$ cat src/rtl/ecc27_pkg.sv
// Shared definitions for the 27/7 ECC write encoder and its read-side checker.
// Latency: n/a (constants, types and a pure function).
// Backpressure: n/a.
package ecc27_pkg;

  localparam int DATA_W   = 27;
  localparam int PARITY_W = 7;
  localparam int CW_WIDTH = DATA_W + PARITY_W;  // 34-bit codeword {parity, data}

  typedef enum logic [1:0] {
    INJ_NONE   = 2'b00,
    INJ_SINGLE = 2'b01,
    INJ_DOUBLE = 2'b10
  } inj_mode_t;

  // Parity matrix shared bit-for-bit with the read-side checker; any change
  // here must land in both places at once or clean words stop decoding to 0.
  function automatic logic [PARITY_W-1:0] ecc27_encode(input logic [DATA_W-1:0] d);
    logic [PARITY_W-1:0] p;
    p[0] = d[0] ^ d[1] ^ d[3] ^ d[4] ^ d[6] ^ d[8] ^ d[10] ^ d[11] ^ d[13] ^ d[15]
         ^ d[17] ^ d[19] ^ d[21] ^ d[23] ^ d[25] ^ d[26];
    p[1] = d[0] ^ d[2] ^ d[3] ^ d[5] ^ d[6] ^ d[9] ^ d[10] ^ d[12] ^ d[13] ^ d[16]
         ^ d[17] ^ d[20] ^ d[21] ^ d[24] ^ d[25];
    p[2] = d[1] ^ d[2] ^ d[3] ^ d[7] ^ d[8] ^ d[9] ^ d[10] ^ d[14] ^ d[15] ^ d[16]
         ^ d[17] ^ d[22] ^ d[23] ^ d[24] ^ d[25];
    p[3] = (^d[10:4]) ^ (^d[25:18]);
    p[4] = ^d[25:11];
    p[5] = d[26];
    p[6] = d[0] ^ d[1] ^ d[2] ^ d[4] ^ d[5] ^ d[7] ^ d[10] ^ d[11] ^ d[12] ^ d[14]
         ^ d[17] ^ d[18] ^ d[21] ^ d[23] ^ d[24] ^ d[26];
    return p;
  endfunction

endpackage

$ cat src/rtl/ecc_27_parity_gen.sv
// 27-bit payload to 7-bit parity generator (pure combinational wrapper of ecc27_encode).
// Latency: 0 cycles. Ports: data (27) in, parity (7) out.
// Backpressure: none, no state.
module ecc_27_parity_gen
  import ecc27_pkg::*;
(
  input  logic [DATA_W-1:0]   data,
  output logic [PARITY_W-1:0] parity
);

  assign parity = ecc27_encode(data);

endmodule

$ cat src/rtl/ecc_27_wr_enc.sv
// Write-side ECC stage: encodes 27-bit payloads into a registered 34-bit codeword,
// with a one-shot single/double bit-flip injector and saturating word/injection counters.
// Latency: 1 cycle. Backpressure: in_ready = !out_valid | out_ready; output holds while out_ready=0.
// Ports: clk/rst (sync, active-high); in_valid/in_ready/in_data; out_valid/out_ready/
// out_data/out_parity; inj_arm/inj_mode/inj_pos0/inj_pos1 in, inj_busy/inj_done out;
// word_cnt/inj_cnt statistics.
module ecc_27_wr_enc
  import ecc27_pkg::*;
#(
  parameter int DATA_WIDTH   = DATA_W,
  parameter int PARITY_WIDTH = PARITY_W,
  parameter int CNT_WIDTH    = 16
) (
  input  logic                    clk,
  input  logic                    rst,
  input  logic                    in_valid,
  output logic                    in_ready,
  input  logic [DATA_WIDTH-1:0]   in_data,
  output logic                    out_valid,
  input  logic                    out_ready,
  output logic [DATA_WIDTH-1:0]   out_data,
  output logic [PARITY_WIDTH-1:0] out_parity,
  input  logic                    inj_arm,
  input  logic [1:0]              inj_mode,
  input  logic [5:0]              inj_pos0,
  input  logic [5:0]              inj_pos1,
  output logic                    inj_busy,
  output logic                    inj_done,
  output logic [CNT_WIDTH-1:0]    word_cnt,
  output logic [CNT_WIDTH-1:0]    inj_cnt
);

  typedef enum logic {ST_IDLE, ST_ARMED} inj_state_t;

  localparam logic [CW_WIDTH-1:0] CW_ONE = CW_WIDTH'(1);

  inj_state_t            state, state_nxt;
  inj_mode_t             mode_q;
  logic [5:0]            pos0_q, pos1_q;
  logic                  xfer;
  logic                  arm_ok;
  logic [PARITY_W-1:0]   parity;
  logic [CW_WIDTH-1:0]   flip_mask;
  logic [CW_WIDTH-1:0]   cw_next;

  assign in_ready = !out_valid || out_ready;
  assign xfer     = in_valid && in_ready;
  assign arm_ok   = (inj_mode == INJ_SINGLE) || (inj_mode == INJ_DOUBLE);

  ecc_27_parity_gen u_parity_gen (
    .data   (in_data),
    .parity (parity)
  );

  // Shifting past bit 33 yields zero, so out-of-range indices flip nothing,
  // and XOR of two equal one-hot masks cancels for a same-position double.
  always_comb begin
    flip_mask = CW_ONE << pos0_q;
    if (mode_q == INJ_DOUBLE) begin
      flip_mask = (CW_ONE << pos0_q) ^ (CW_ONE << pos1_q);
    end
  end

  // Parity always covers the clean payload; flips are applied afterwards.
  assign cw_next = {parity, in_data} ^ (inj_done ? flip_mask : '0);

  // Injection FSM
  always_ff @(posedge clk) begin
    if (rst) begin
      state  <= ST_IDLE;
      mode_q <= INJ_NONE;
      pos0_q <= '0;
      pos1_q <= '0;
    end else begin
      state <= state_nxt;
      // Latch only on a successful arm from IDLE; arms while ARMED are ignored.
      if (state == ST_IDLE && inj_arm && arm_ok) begin
        mode_q <= inj_mode_t'(inj_mode);
        pos0_q <= inj_pos0;
        pos1_q <= inj_pos1;
      end
    end
  end

  always_comb begin
    state_nxt = state;
    inj_done  = 1'b0;
    inj_busy  = 1'b0;
    case (state)
      ST_IDLE: begin
        // An arm in the same cycle as a transfer targets the following word.
        if (inj_arm && arm_ok) state_nxt = ST_ARMED;
      end
      ST_ARMED: begin
        inj_busy = 1'b1;
        if (xfer && !rst) begin
          inj_done  = 1'b1;
          state_nxt = ST_IDLE;
        end
      end
      default: state_nxt = ST_IDLE;
    endcase
  end

  // Output register stage
  always_ff @(posedge clk) begin
    if (rst) begin
      out_valid  <= 1'b0;
      out_data   <= '0;
      out_parity <= '0;
    end else if (xfer) begin
      out_valid  <= 1'b1;
      out_data   <= cw_next[DATA_W-1:0];
      out_parity <= cw_next[CW_WIDTH-1:DATA_W];
    end else if (out_ready) begin
      out_valid  <= 1'b0;
    end
  end

  // Saturating statistics
  always_ff @(posedge clk) begin
    if (rst) begin
      word_cnt <= '0;
      inj_cnt  <= '0;
    end else begin
      if (xfer && word_cnt != '1) word_cnt <= word_cnt + 1'b1;
      if (inj_done && inj_cnt != '1) inj_cnt <= inj_cnt + 1'b1;
    end
  end

endmodule

$ cat config.mk
export PLATFORM = sky130hd
export DESIGN_NAME = ecc_27_wr_enc
export DESIGN_NICKNAME = d
export VERILOG_FILES = /design/src/rtl/ecc27_pkg.sv /design/src/rtl/ecc_27_parity_gen.sv /design/src/rtl/ecc_27_wr_enc.sv
export SDC_FILE = /design/constraint.sdc
export NUM_CORES = 1
export LEC_CHECK = 0
export CAP_MARGIN = 20
export CORE_AREA = 5 5 119 121
export CTS_CLUSTER_DIAMETER = 150
export CTS_CLUSTER_SIZE = 20
export DETAILED_ROUTE_END_ITERATION = 10
export DIE_AREA = 0 0 124 126
export SYNTH_ARGS = -nofsm -noshare
export SYNTH_HDL_FRONTEND = slang
export SYNTH_SLANG_ARGS = --single-unit
$ cat constraint.sdc
create_clock -name clk -period 2.1 [get_ports clk]
set_input_delay 0.315 -clock clk [delete_from_list [all_inputs] [get_ports clk]]
set_output_delay 0.315 -clock clk [all_outputs]
set_load 0.005 [all_outputs]
; Word level (Yosys, flattened, before mapping)
; Cells that the tools add are included.
[word_totals]
reg_bits = 82
input_bits = 46
out_inout_bits = 70
wordCells = 104
[op_classes]
add_sub_neg = 2
n_eq_ne = 5
n_shift = 2
mux = 10
bitwise_logic = 61
n_reduce_logical = 15
[ops]
columns = cell, count
row1 = 34-bit two-way mux, 2
row2 = "1-bit by 6-bit << shifter with 34-bit output, first input constant", 2
row3 = 34-bit XOR, 2
row4 = 1-bit XOR, 58
row5 = "16-bit by 1-bit adder with 16-bit output, second input constant", 2
row6 = "16-bit != test, second input constant", 2
row7 = 15-bit parity, 1
row8 = 8-bit parity, 1
row9 = 1-bit logical AND, 7
row10 = 1-bit two-way mux, 7
row11 = 7-bit parity, 1
row12 = "2-bit equality test, second input constant", 2
row13 = "2-bit by 1-bit equality test with 1-bit output, second input constant", 1
row14 = 1-bit logical NOT, 2
row15 = 1-bit logical OR, 2
row16 = 1-bit one-hot mux with 2 select lines, 1
row17 = 2-bit nonzero test, 1
row18 = 1-bit NOT, 1

; Depth between registers and ports, before layout
; Gate-level depths: netlist of the first run.
[depth]
depth_word = 16
depth_mapped = 8
mapped_depth_nobuf = 8

; By module
; Synthesis of the first run repeated with hierarchy kept, for this count alone.
[hier_totals]
hier_cells = 617
area_unflattened_um2 = 5416.4
[by_module_without_submodules]
columns = mod, instances, cells_per_inst, area_per_inst_um2, seq_area_each_um2
row1 = ecc_27_wr_enc, 1, 576, 4819.6, 1641.6
row2 = ecc_27_parity_gen, 1, 41, 596.8, 0.0

; Least setup slack after synthesis of the first run
; Ideal clock, no wire load.
[synth_path]
path_type = register -> register
start = register pos0_q[3]
end = register out_parity[6]
setup_ps = 130
arrival_time_ps = 1670
required_time_ps = 1970
slack_ps = 299
path_stages_with_launch = 8
cell_sequence = dfxtp_1 buf_2 or4b_4 o2111a_1 o21ai_1 xnor2_1 xnor2_1 o31ai_2
[synth_between]
elab_chain_cells = 5
[synth_lines]
columns = element, line
row1 = start: declaration, ecc_27_wr_enc.sv:39  ; logic [5:0] pos0_q, pos1_q;
row2 = start signal: assignment, ecc_27_wr_enc.sv:79  ; pos0_q <= inj_pos0;
row3 = 1-bit by 6-bit << shifter with 34-bit output (*), "ecc_27_wr_enc.sv:58, ecc_27_wr_enc.sv:60"
row4 = 34-bit XOR, ecc_27_wr_enc.sv:60  ; flip_mask = (CW_ONE << pos0_q) ^ (CW_ONE << pos1_q);
row5 = 34-bit two-way mux (*), ecc_27_wr_enc.sv:59  ; if (mode_q == INJ_DOUBLE) begin
row6 = 34-bit two-way mux (*), ecc_27_wr_enc.sv:65  ; assign cw_next = {parity, in_data} ^ (inj_done ? flip_mask : '0);
row7 = 34-bit XOR (*), ecc_27_wr_enc.sv:65
row8 = end signal: assignment, ecc_27_wr_enc.sv:114  ; out_parity <= cw_next[CW_WIDTH-1:DATA_W];
row9 = end: declaration, ecc_27_wr_enc.sv:22  ; output logic [PARITY_WIDTH-1:0] out_parity,
; Every way passes the cells marked *; elsewhere a longest branch is shown, timed or not.
; A chain may end at the register's enable or synchronous reset.

; Worst setup path in the final report of the first run
[layout_path]
start = input out_ready
end = output inj_done
[layout_between]
elab_chain_cells = 5
[layout_lines]
columns = element, line
row1 = start: declaration, ecc_27_wr_enc.sv:20  ; input logic out_ready,
row2 = 1-bit logical OR, ecc_27_wr_enc.sv:46  ; assign in_ready = !out_valid || out_ready;
row3 = 1-bit logical AND, ecc_27_wr_enc.sv:47  ; assign xfer = in_valid && in_ready;
row4 = 1-bit logical AND, ecc_27_wr_enc.sv:96  ; if (xfer && !rst) begin
row5 = 1-bit two-way mux, ecc_27_wr_enc.sv:96
row6 = 1-bit two-way mux, ecc_27_wr_enc.sv:89  ; case (state)
row7 = end: declaration, ecc_27_wr_enc.sv:28  ; output logic inj_done,
; No other way between the ends.

==> metrics.yaml, run 1 <==
floorplanning:
  rows: 42
  start_util_pct: 38.7
  die_h_um: 126
  ioPinCount: 116
  dieArea_sq_um: 15600
  coreArea_sq_um: 13000
  die_w_um: 124
pwr:
  powerDensity_nw_per_um2: 627
  switching_share_pct: 27.4
  p_comb_share_pct: 26.2
  seqPwrFrac_pct: 38.7
  clkPwrFrac_pct: 35.1
  switchingPower_mw: 1.21
  peakVddDrop_uv: 319
  p_leak_nw: 2.44
  intPower_mw: 3.22
hold_path:
  worstHoldPathType: "register to register"
  hold_depth: 2
timing:
  setup_viol: 0
  hold_violations: 0
  fin_crit_sh_pct: 95.7
  fmax_ghz: 0.497
  fin_crit_ns: 2.01
  timing.slew.headroom_pct: 63.9
  tightest_slew_ns: 0.541
  maxSlewViolCount: 0
  finalClockSkew_ns: 0.00592
  rsz0062_at_grt: "true"
layout:
  areaGrowthSynthToFinish_pct: 40.9
  antenna_cells: 0
  drive_gt1_share_pct: 12.1
  final_cell_mix: "113 x clkdlybuf4s50_1, 83 x nor2_1, 82 x dfxtp_1"
  nFillCells: 1261
  layout_commonest_cell: "clkdlybuf4s50_1"
  multi_input_area_sq_um: 3250
  register_area_sq_um: 1640
  fin_nets: 817
  final_area_sq_um: 7070
  fin_util_pct: 54.5
clock_tree:
  clock_latency_ns: 0.34
  cts_root_buf: "clkbuf_16"
  numCtsBuffers: 9
  clock_path_buffers: 2
  cts_tree: "yes"
  cts.sinks: 82
  h-tree-depth: 3
  path_clk_slew_ns: 0.06
placement:
  globalplace.congestion: 0.840
  io_buffer_count: 115
  dp_hpwl_um: 11100
  dpl-instance-area_sq_um: 6730
job:
  drv_cap: 0
global_route:
  grt_pass1_vias: 4491
  grt_pass1_wl_um: 23200
  antenna_found_initial: 0
  grt_max_degree: 66
  overflow: 0
  gr-usage-all-layers_pct: 18.7
yosys:
  synth_fp_nets: 665
  synth_cells: 617
  yosysUniqueCellTypes: 48
  syn_area_sq_um: 5020
  synth_area_per_cell_sq_um: 8.13
  ys_ff_latch: 82
  synth_seq_area_share_pct: 32.7
  synth_warnings: 0
setup_path:
  worstSetupEndpointType: "primary output"
  worstSetupPathType: "primary input to primary output"
  start_kind: "primary input"
  worstPathMaxFanout: 5
  cp.required_ns: 1.78
  timing.rr.end: "out_parity[6]"
  path_depth: 6
  reg2reg_setup_slack_ns: 0.15
  max_stage_delay_ns: 0.51
  cp_cell_sequence: "clkdlybuf4s50_1 -> nor2b_2 -> inv_2 -> nand3_1 -> inv_2 -> clkdlybuf4s50_1"
  crit_path_start: "out_ready"
  reg2reg_from: "pos0_q[2]"
  crit_family: "buffers and inverters"
  cp_num_buf_inv: 4
  rr_worst_depth: 6
  crit_slowest_cell: "clkdlybuf4s50_1"
  cp-endpoint: "inj_done"
  critPathArrivalTime_ns: 1.70
routing:
  via_count: 4764
  drt_wl_total_um: 14400
  drc_errors: 0
  ant_nets: 0
  first_pass_iters: 4
  wl_per_cell_um: 15.1
  viasPerCell: 5.01
  drtIter0Drc: 287
run_status:
  status: "completed"
==> tightest hold or removal path, stage by stage (launching register included) <==
cell,delay [ns]
dfxtp_1,0.31
nand2_1,0.05
a21oi_1,0.05
==> per-layer routing <==
| metal | up-vias | global-route usage, % | wire length, um |
|---|---|---|---|
| met1 | 2229 | 26.9 | 6970 |
| li1 | 2403 | - | - |
| met5 | - | 0 | 0 |
| met4 | 0 | 6.31 | 252 |
| met2 | 118 | 28.6 | 6470 |
| met3 | 14 | 2.47 | 680 |
==> power groups by stage <==
stage / combinational, mW / sequential (mW) / clock (mW)
after global placement: 1.12 / 1.75 / 0
after global routing: 1.26 / 1.73 / 1.66
after CTS: 1.14 / 1.72 / 1.59
after detailed placement: 1.14 / 1.75 / 0
final: 1.16 / 1.72 / 1.56
after floorplan: 0.634 / 1.74 / 0
==> logic make-up (layout without fill, tap and decap cells) <==
group / Yosys count / after routing / synth area share (%)
buffers and inverters: 45 / 202 / 3.69
XOR/XNOR: 132 / 132 / 24.3
AND/OR/NAND/NOR: 260 / 260 / 24.8
adder cells (fa/ha/maj): 2 / 2 / 0.499
multiplexers: 14 / 14 / 2.79
AO/OA/AOI/OAI: 82 / 82 / 11.2
flip-flops: 82 / 82 / 32.7
==> through the flow <==
step	worst slack (ns)	power [mW]	std cells	TNS (ns)	hold WS, ns
6_report	0.0895	4.44	950	0	0.463
2_1_floorplan	0.299	2.37	617	0	0.405
3_5_place_dp	-0.296	2.89	933	-1.07	0.459
3_3_place_gp	-0.262	2.87	933	-0.793	0.468
5_1_grt	-0.00306	4.65	950	-0.00306	0.493
4_1_cts	0.00321	4.45	949	0	0.467
==> cells in the mapped netlist (all sizes together) <==
cell	instances	area share (%)
a211oi	30	4.5
a311oi	5	1.0
a21oi	17	1.7
and2	7	0.87
buf	11	1.1
nand2	73	5.5
xnor2	63	11
or4b	1	0.27
nand4b	1	0.17
nor4	3	0.37
o2111a	2	0.45
nor4b	4	0.82
nor2	83	6.2
or2	1	0.12
nand3	38	3.8
o21a	1	0.15
nor3	4	0.40
nor3b	4	0.60
nand4	5	0.62
and4	4	0.70
inv	8	0.60
nor2b	11	1.4
o21ai	18	1.8
o2111ai	3	0.52
nand4bb	1	0.22
a211o	1	0.17
and3	3	0.37
a21o	1	0.15
o31ai	1	0.25
or3	12	1.5
xnor3	4	1.8
nand2b	1	0.12
o211ai	1	0.15
a311o	2	0.40
ha	2	0.50
nor4bb	4	0.80
dfxtp	82	33
mux2i	14	2.8
xor2	65	11
clkbuf	26	1.9
==> area by class of cell <==
class	count	share of cell area, %
Inverter	8	0.425
Clock inverter	4	0.725
Multi-Input combinational cell	490	45.9
Tap cell	176	3.11
Timing Repair Buffer	178	23.3
Clock buffer	12	3.34
Sequential cell	82	23.2
==> worst min-delay path by stage <==
| stage | end | slack (ns) | startpoint |
|---|---|---|---|
| after floorplan | mode_q[0] | 0.40 | inj_mode[1] |
| after global placement | out_parity[0] | 0.47 | out_parity[0] |
| after detailed placement | out_parity[0] | 0.46 | out_parity[0] |
| after CTS | out_parity[0] | 0.47 | out_parity[0] |
| after global routing | out_data[10] | 0.49 | in_data[10] |
| final | out_parity[0] | 0.46 | out_parity[0] |
==> registers in the layout, indices dropped and copies added, names as in the netlist <==
signal	flops
out_data	27
inj_cnt	16
word_cnt	16
out_parity	7
pos0_q	6
pos1_q	6
mode_q	2
out_valid	1
state	1
==> repair_timing <==
action,in CTS,in global routing
gates resized for setup,0,9
hold buffers,0,0
endpoints found under the setup margin,0,5
endpoints found under the hold margin,0,0
buffers inserted,0,1
No activity file was read; power rests on OpenSTA's default activity.
==> run 2, diff against run 1 <==
--- a/config.mk
+++ b/config.mk
@@ -11,6 +11,7 @@
 export CTS_CLUSTER_SIZE = 20
 export DETAILED_ROUTE_END_ITERATION = 10
 export DIE_AREA = 0 0 124 126
+export SETUP_SLACK_MARGIN = 0.1
 export SYNTH_ARGS = -nofsm -noshare
 export SYNTH_HDL_FRONTEND = slang
 export SYNTH_SLANG_ARGS = --single-unit
==> metrics.yaml, run 2 (same netlist as run 1, synthesis figures left out) <==
hold_path:
  hold_depth: 2  # unchanged
  worstHoldPathType: "register to register"
clock_tree:
  clock_latency_ns: 0.34  # about the same
  path_clk_slew_ns: 0.06  # about the same
  cts_tree: "yes"
  cts_root_buf: "clkbuf_16"
  h-tree-depth: 3  # unchanged
  clock_path_buffers: 2  # unchanged
  numCtsBuffers: 9  # unchanged
  cts.sinks: 82  # unchanged
floorplanning:
  dieArea_sq_um: 15600  # unchanged
  coreArea_sq_um: 13000  # unchanged
  die_h_um: 126  # unchanged
  ioPinCount: 116  # unchanged
  rows: 42  # unchanged
  die_w_um: 124  # unchanged
  start_util_pct: 38.7  # unchanged
layout:
  largest_reg_flops: 27  # unchanged
  multi_input_area_sq_um: 3310  # +1.9%
  antenna_cells: 0  # unchanged
  final_cell_mix: "109 x clkdlybuf4s50_1, 83 x nor2_1, 80 x dfxtp_1"
  fin_util_pct: 55.5  # +0.99 points
  biggestRegsByFlops: "out_data x27, inj_cnt x16, word_cnt x16"
  nFillCells: 1256  # -0.40%
  areaGrowthSynthToFinish_pct: 43.5
  layout_commonest_cell: "clkdlybuf4s50_1"
  register_area_sq_um: 1640  # +0.15%
  drive_gt1_share_pct: 14.5  # +2.3 points
  regMostFlops: "out_data"
  fin_nets: 824  # +0.86%
routing:
  first_pass_iters: 4  # unchanged
  wl_per_cell_um: 15.2  # +0.52%
  viasPerCell: 5.02  # +0.14%
  ant_nets: 0  # unchanged
  drtIter0Drc: 294  # +2.4%
  via_count: 4806  # +0.88%
  drt_wl_total_um: 14600  # +1.3%
  drc_errors: 0  # unchanged
global_route:
  antenna_found_initial: 0  # unchanged
  grt_pass1_wl_um: 23200  # about the same
  overflow: 0  # unchanged
  grt_pass1_vias: 4491  # unchanged
  gr-usage-all-layers_pct: 18.6  # about the same
  grt_max_degree: 66  # unchanged
timing:
  rsz0062_at_grt: "true"
  timing.slew.headroom_pct: 63.0  # -0.99 points
  fmax_ghz: 0.509  # +2.4%
  fin_crit_sh_pct: 93.5  # -2.3 points
  holdWs_ns: 0.463  # +0.000718 ns
  setup_viol: 0  # unchanged
  fin_setup_tns_ns: 0  # unchanged
  maxSlewViolCount: 0  # unchanged
  fin_crit_ns: 1.96  # -0.0476 ns
  hold_violations: 0  # unchanged
  finalClockSkew_ns: 0.00417  # -0.00175 ns
  layout_setup_ws_ns: 0.137  # +0.0476 ns
  tightest_slew_ns: 0.556  # +0.0148 ns
pwr:
  peakVddDrop_uv: 319  # -0.16%
  powerDensity_nw_per_um2: 622  # -0.84%
  p_leak_nw: 2.55  # +4.3%
setup_path:
  critPathArrivalTime_ns: 2.21  # +0.51 ns
  start_kind: "primary input"
  worstPathMaxFanout: 2  # -3
  worstSetupPathType: "primary input to register"
  worstSetupEndpointType: "register"
  cp.required_ns: 2.35  # +0.57 ns
  rr_worst_depth: 6  # unchanged
job:
  drv_cap: 0  # unchanged
run_status:
  status: "completed"
placement:
  place_ws_ns: -0.296  # unchanged
  globalplace.congestion: 0.840  # unchanged
  dp_hpwl_um: 11100  # unchanged
  io_buffer_count: 115  # unchanged
[run 2: cell count changes in the layout (fill, tap and decap cells not counted), moves of 3 or more]
cell,previous run,this run
xnor2_1,58,55
xnor2_2,5,8
buf_4,61,67
dlymetal6s2s_1,1,5
clkdlybuf4s50_1,113,109
[run 2: power by group]
| part | internal, mW | switching [mW] |
|---|---|---|
| clock network | 0.924 | 0.632 |
| registers | 1.65 | 0.0700 |
| logic | 0.671 | 0.531 |
| total | 3.24 | 1.23 |
[run 2: worst max-delay path, stage by stage]
cell and delay, ns:
clkdlybuf4s50_1 0.44, xnor2_1 0.30, xor2_1 0.27, xnor2_2 0.12, xor2_1 0.18, or3_1 0.31, a311oi_1 0.26
[run 2: cell type report]
| type | instances | area share [%] |
|---|---|---|
| repair buffers | 185 | 23.8 |
| clock inverters | 4 | 0.712 |
| multi-input cells | 490 | 45.9 |
| clock buffers | 12 | 3.28 |
| flip-flops and latches | 82 | 22.8 |
| inverters | 8 | 0.417 |
| well taps | 176 | 3.06 |
[run 2: repair_timing]
| action | in CTS | in global routing |
|---|---|---|
| gates resized for setup | 2 | 24 |
| setup endpoints to repair | 2 | 15 |
| setup buffers | 0 | 8 |
| endpoints found under the hold margin | 0 | 0 |
| pin swaps | 0 | 8 |
| hold buffers | 0 | 0 |
[run 2: per-layer routing]
metal / up-vias / routed length, um / global-route usage [%]
met3: 18 / 682 / 2.47
met1: 2252 / 7020 / 26.9
li1: 2411 / - / -
met2: 125 / 6590 / 28.6
met4: 0 / 257 / 6.31
met5: - / 0 / 0
[run 2: path summary, 6_finish.rpt]
kind / to / startpoint / slack (ns)
worst max register to register: out_parity[3] / pos1_q[4] / 0.18
worst max-delay path: out_parity[3] / in_data[22] / 0.14
worst min-delay path: out_parity[0] / out_parity[0] / 0.46
worst min register to register: out_parity[0] / out_parity[0] / 0.46
[run 2: stage by stage]
step                std cells  area [sq um]  power [mW]
floorplan                 617          5020        2.37
global placement          933          6730        2.87
detailed placement        933          6730        2.89
CTS                       949          7030        4.46
global route              957          7200        4.69
finish                    957          7200        4.48
==> run 3, diff against run 2 <==
==> constraint.sdc (replaced) <==
create_clock -name clk -period 2 [get_ports clk]
set_input_delay 0.3 -clock clk [delete_from_list [all_inputs] [get_ports clk]]
set_output_delay 0.3 -clock clk [all_outputs]
set_load 0.005 [all_outputs]
==> metrics.yaml, run 3 (same netlist as run 1, synthesis figures left out) <==
clock_tree:
  h-tree-depth: 3  # unchanged
  cts_root_buf: "clkbuf_16"
  numCtsBuffers: 9  # unchanged
  cts.sinks: 82  # unchanged
  clock_latency_ns: 0.34  # about the same
  cts_tree: "yes"
  clock_path_buffers: 2  # unchanged
  path_clk_slew_ns: 0.07  # about the same
floorplanning:
  die_w_um: 124  # unchanged
  die_h_um: 126  # unchanged
  start_util_pct: 38.7  # unchanged
  dieArea_sq_um: 15600  # unchanged
  rows: 42  # unchanged
  ioPinCount: 116  # unchanged
  coreArea_sq_um: 13000  # unchanged
routing:
  drc_errors: 0  # unchanged
  wl_per_cell_um: 15.2  # about the same
  drt_wl_total_um: 14800  # +1.5%
  drtIter0Drc: 285  # -3.1%
  ant_nets: 0  # unchanged
  viasPerCell: 5.00  # -0.40%
  via_count: 4857  # +1.1%
  first_pass_iters: 4  # unchanged
pwr:
  peakVddDrop_uv: 354  # +11%
  p_leak_nw: 2.67  # +4.7%
  powerDensity_nw_per_um2: 637  # +2.4%
placement:
  io_buffer_count: 115  # unchanged
  place_ws_ns: -0.367  # -0.0705 ns
  dp_hpwl_um: 11200  # +1.3%
  globalplace.congestion: 0.861  # +2.5%
timing:
  rsz0062_at_grt: "true"
  fmax_ghz: 0.525
  timing.slew.headroom_pct: 64.6  # +1.6 points
  fin_crit_ns: 1.90
  tightest_slew_ns: 0.531  # -0.0245 ns
  hold_violations: 0  # unchanged
  layout_setup_ws_ns: 0.0965  # -0.0406 ns
  finalClockSkew_ns: 0.0107  # +0.00650 ns
  setup_viol: 0  # unchanged
  maxSlewViolCount: 0  # unchanged
  fin_crit_sh_pct: 95.2
layout:
  fin_nets: 839  # +1.8%
  biggestRegsByFlops: "out_data x27, inj_cnt x16, word_cnt x16"
  antenna_cells: 0  # unchanged
  drive_gt1_share_pct: 18.4  # +3.9 points
  areaGrowthSynthToFinish_pct: 48.1
  fin_util_pct: 57.3  # +1.8 points
  layout_commonest_cell: "clkdlybuf4s50_1"
  regMostFlops: "out_data"
  largest_reg_flops: 27  # unchanged
  final_cell_mix: "101 x clkdlybuf4s50_1, 82 x nor2_1, 81 x buf_4"
setup_path:
  start_kind: "primary input"
  rr_worst_depth: 6  # unchanged
  worstPathMaxFanout: 2  # unchanged
  timing.rr.end: "out_parity[1]"
  worstSetupEndpointType: "register"
  reg2reg_from: "pos0_q[0]"
  cp.required_ns: 2.25  # -0.10 ns
  worstSetupPathType: "primary input to register"
  cp-endpoint: "out_parity[3]"
  crit_path_start: "in_data[23]"
  critPathArrivalTime_ns: 2.15  # -0.06 ns
  reg2reg_setup_slack_ns: 0.1  # -0.08 ns
global_route:
  grt_pass1_wl_um: 23600  # +1.7%
  grt_pass1_vias: 4620  # +2.9%
  grt_max_degree: 66  # unchanged
  gr-usage-all-layers_pct: 18.9  # +0.27 points
  antenna_found_initial: 0  # unchanged
  overflow: 0  # unchanged
hold_path:
  worstHoldPathType: "register to register"
run_status:
  status: "completed"
job:
  drv_cap: 0  # unchanged
run 3: worst min path at each step:
stage	start	to	slack (ns)	cells after the start
floorplan	inj_mode[1]	mode_q[0]	0.39	1
global placement	out_parity[0]	out_parity[0]	0.47	2
detailed placement	out_parity[0]	out_parity[0]	0.45	2
CTS	in_valid	out_valid	0.45	3
global route	out_parity[0]	out_parity[0]	0.49	2
finish	out_parity[0]	out_parity[0]	0.46	2
run 3: area by class of cell:
| class | instances | area, sq um |
|---|---|---|
| fillers | 1237 | 5550 |
| repair buffers | 200 | 1840 |
| clock inverters | 4 | 51.3 |
| multi-input cells | 490 | 3400 |
| inverters | 8 | 30.0 |
| clock buffers | 11 | 243 |
| well taps | 176 | 220 |
| flip-flops and latches | 82 | 1650 |
run 3: critical path: stages:
cell and delay [ns]:
clkdlybuf4s50_1 0.46, buf_4 0.19, xnor2_4 0.14, xnor2_2 0.15, xnor2_1 0.13, xor2_1 0.19
or3_1 0.34, a311oi_2 0.26
run 3: through the flow:
step                cells  hold slack, ns  cell area, sq um  power, mW  setup TNS, ns
global route          971           0.488              7430       4.96              0
finish                971           0.459              7430       4.73              0
global placement      945           0.474              6840       3.03          -1.43
floorplan             617           0.390              5020       2.49              0
CTS                   964           0.447              7220       4.75              0
detailed placement    945           0.453              6840       3.05          -1.94
run 3: routing by layer:
layer / track usage [%] / wire length (um) / part of all wire [%] / vias up
met1: 26.8 / 6910 / 47 / 2273
li1: - / - / - / 2444
met4: 6.77 / 222 / 1.5 / 0
met5: 0 / 0 / 0 / -
met2: 29.0 / 6820 / 46 / 125
met3: 2.96 / 820 / 5.6 / 15
run 3: what timing repair did:
action,4_1_cts,5_1_grt
buffers inserted,4,7
gates resized for setup,17,38
hold buffers,0,0
setup endpoints to repair,8,39
pin swaps,14,16
run 3: power by group:
group	switching, mW	internal (mW)	total [mW]
Clock	0.663	0.997	1.66
Sequential	0.0714	1.73	1.80
Combinational	0.565	0.707	1.27
Total	1.30	3.44	4.73
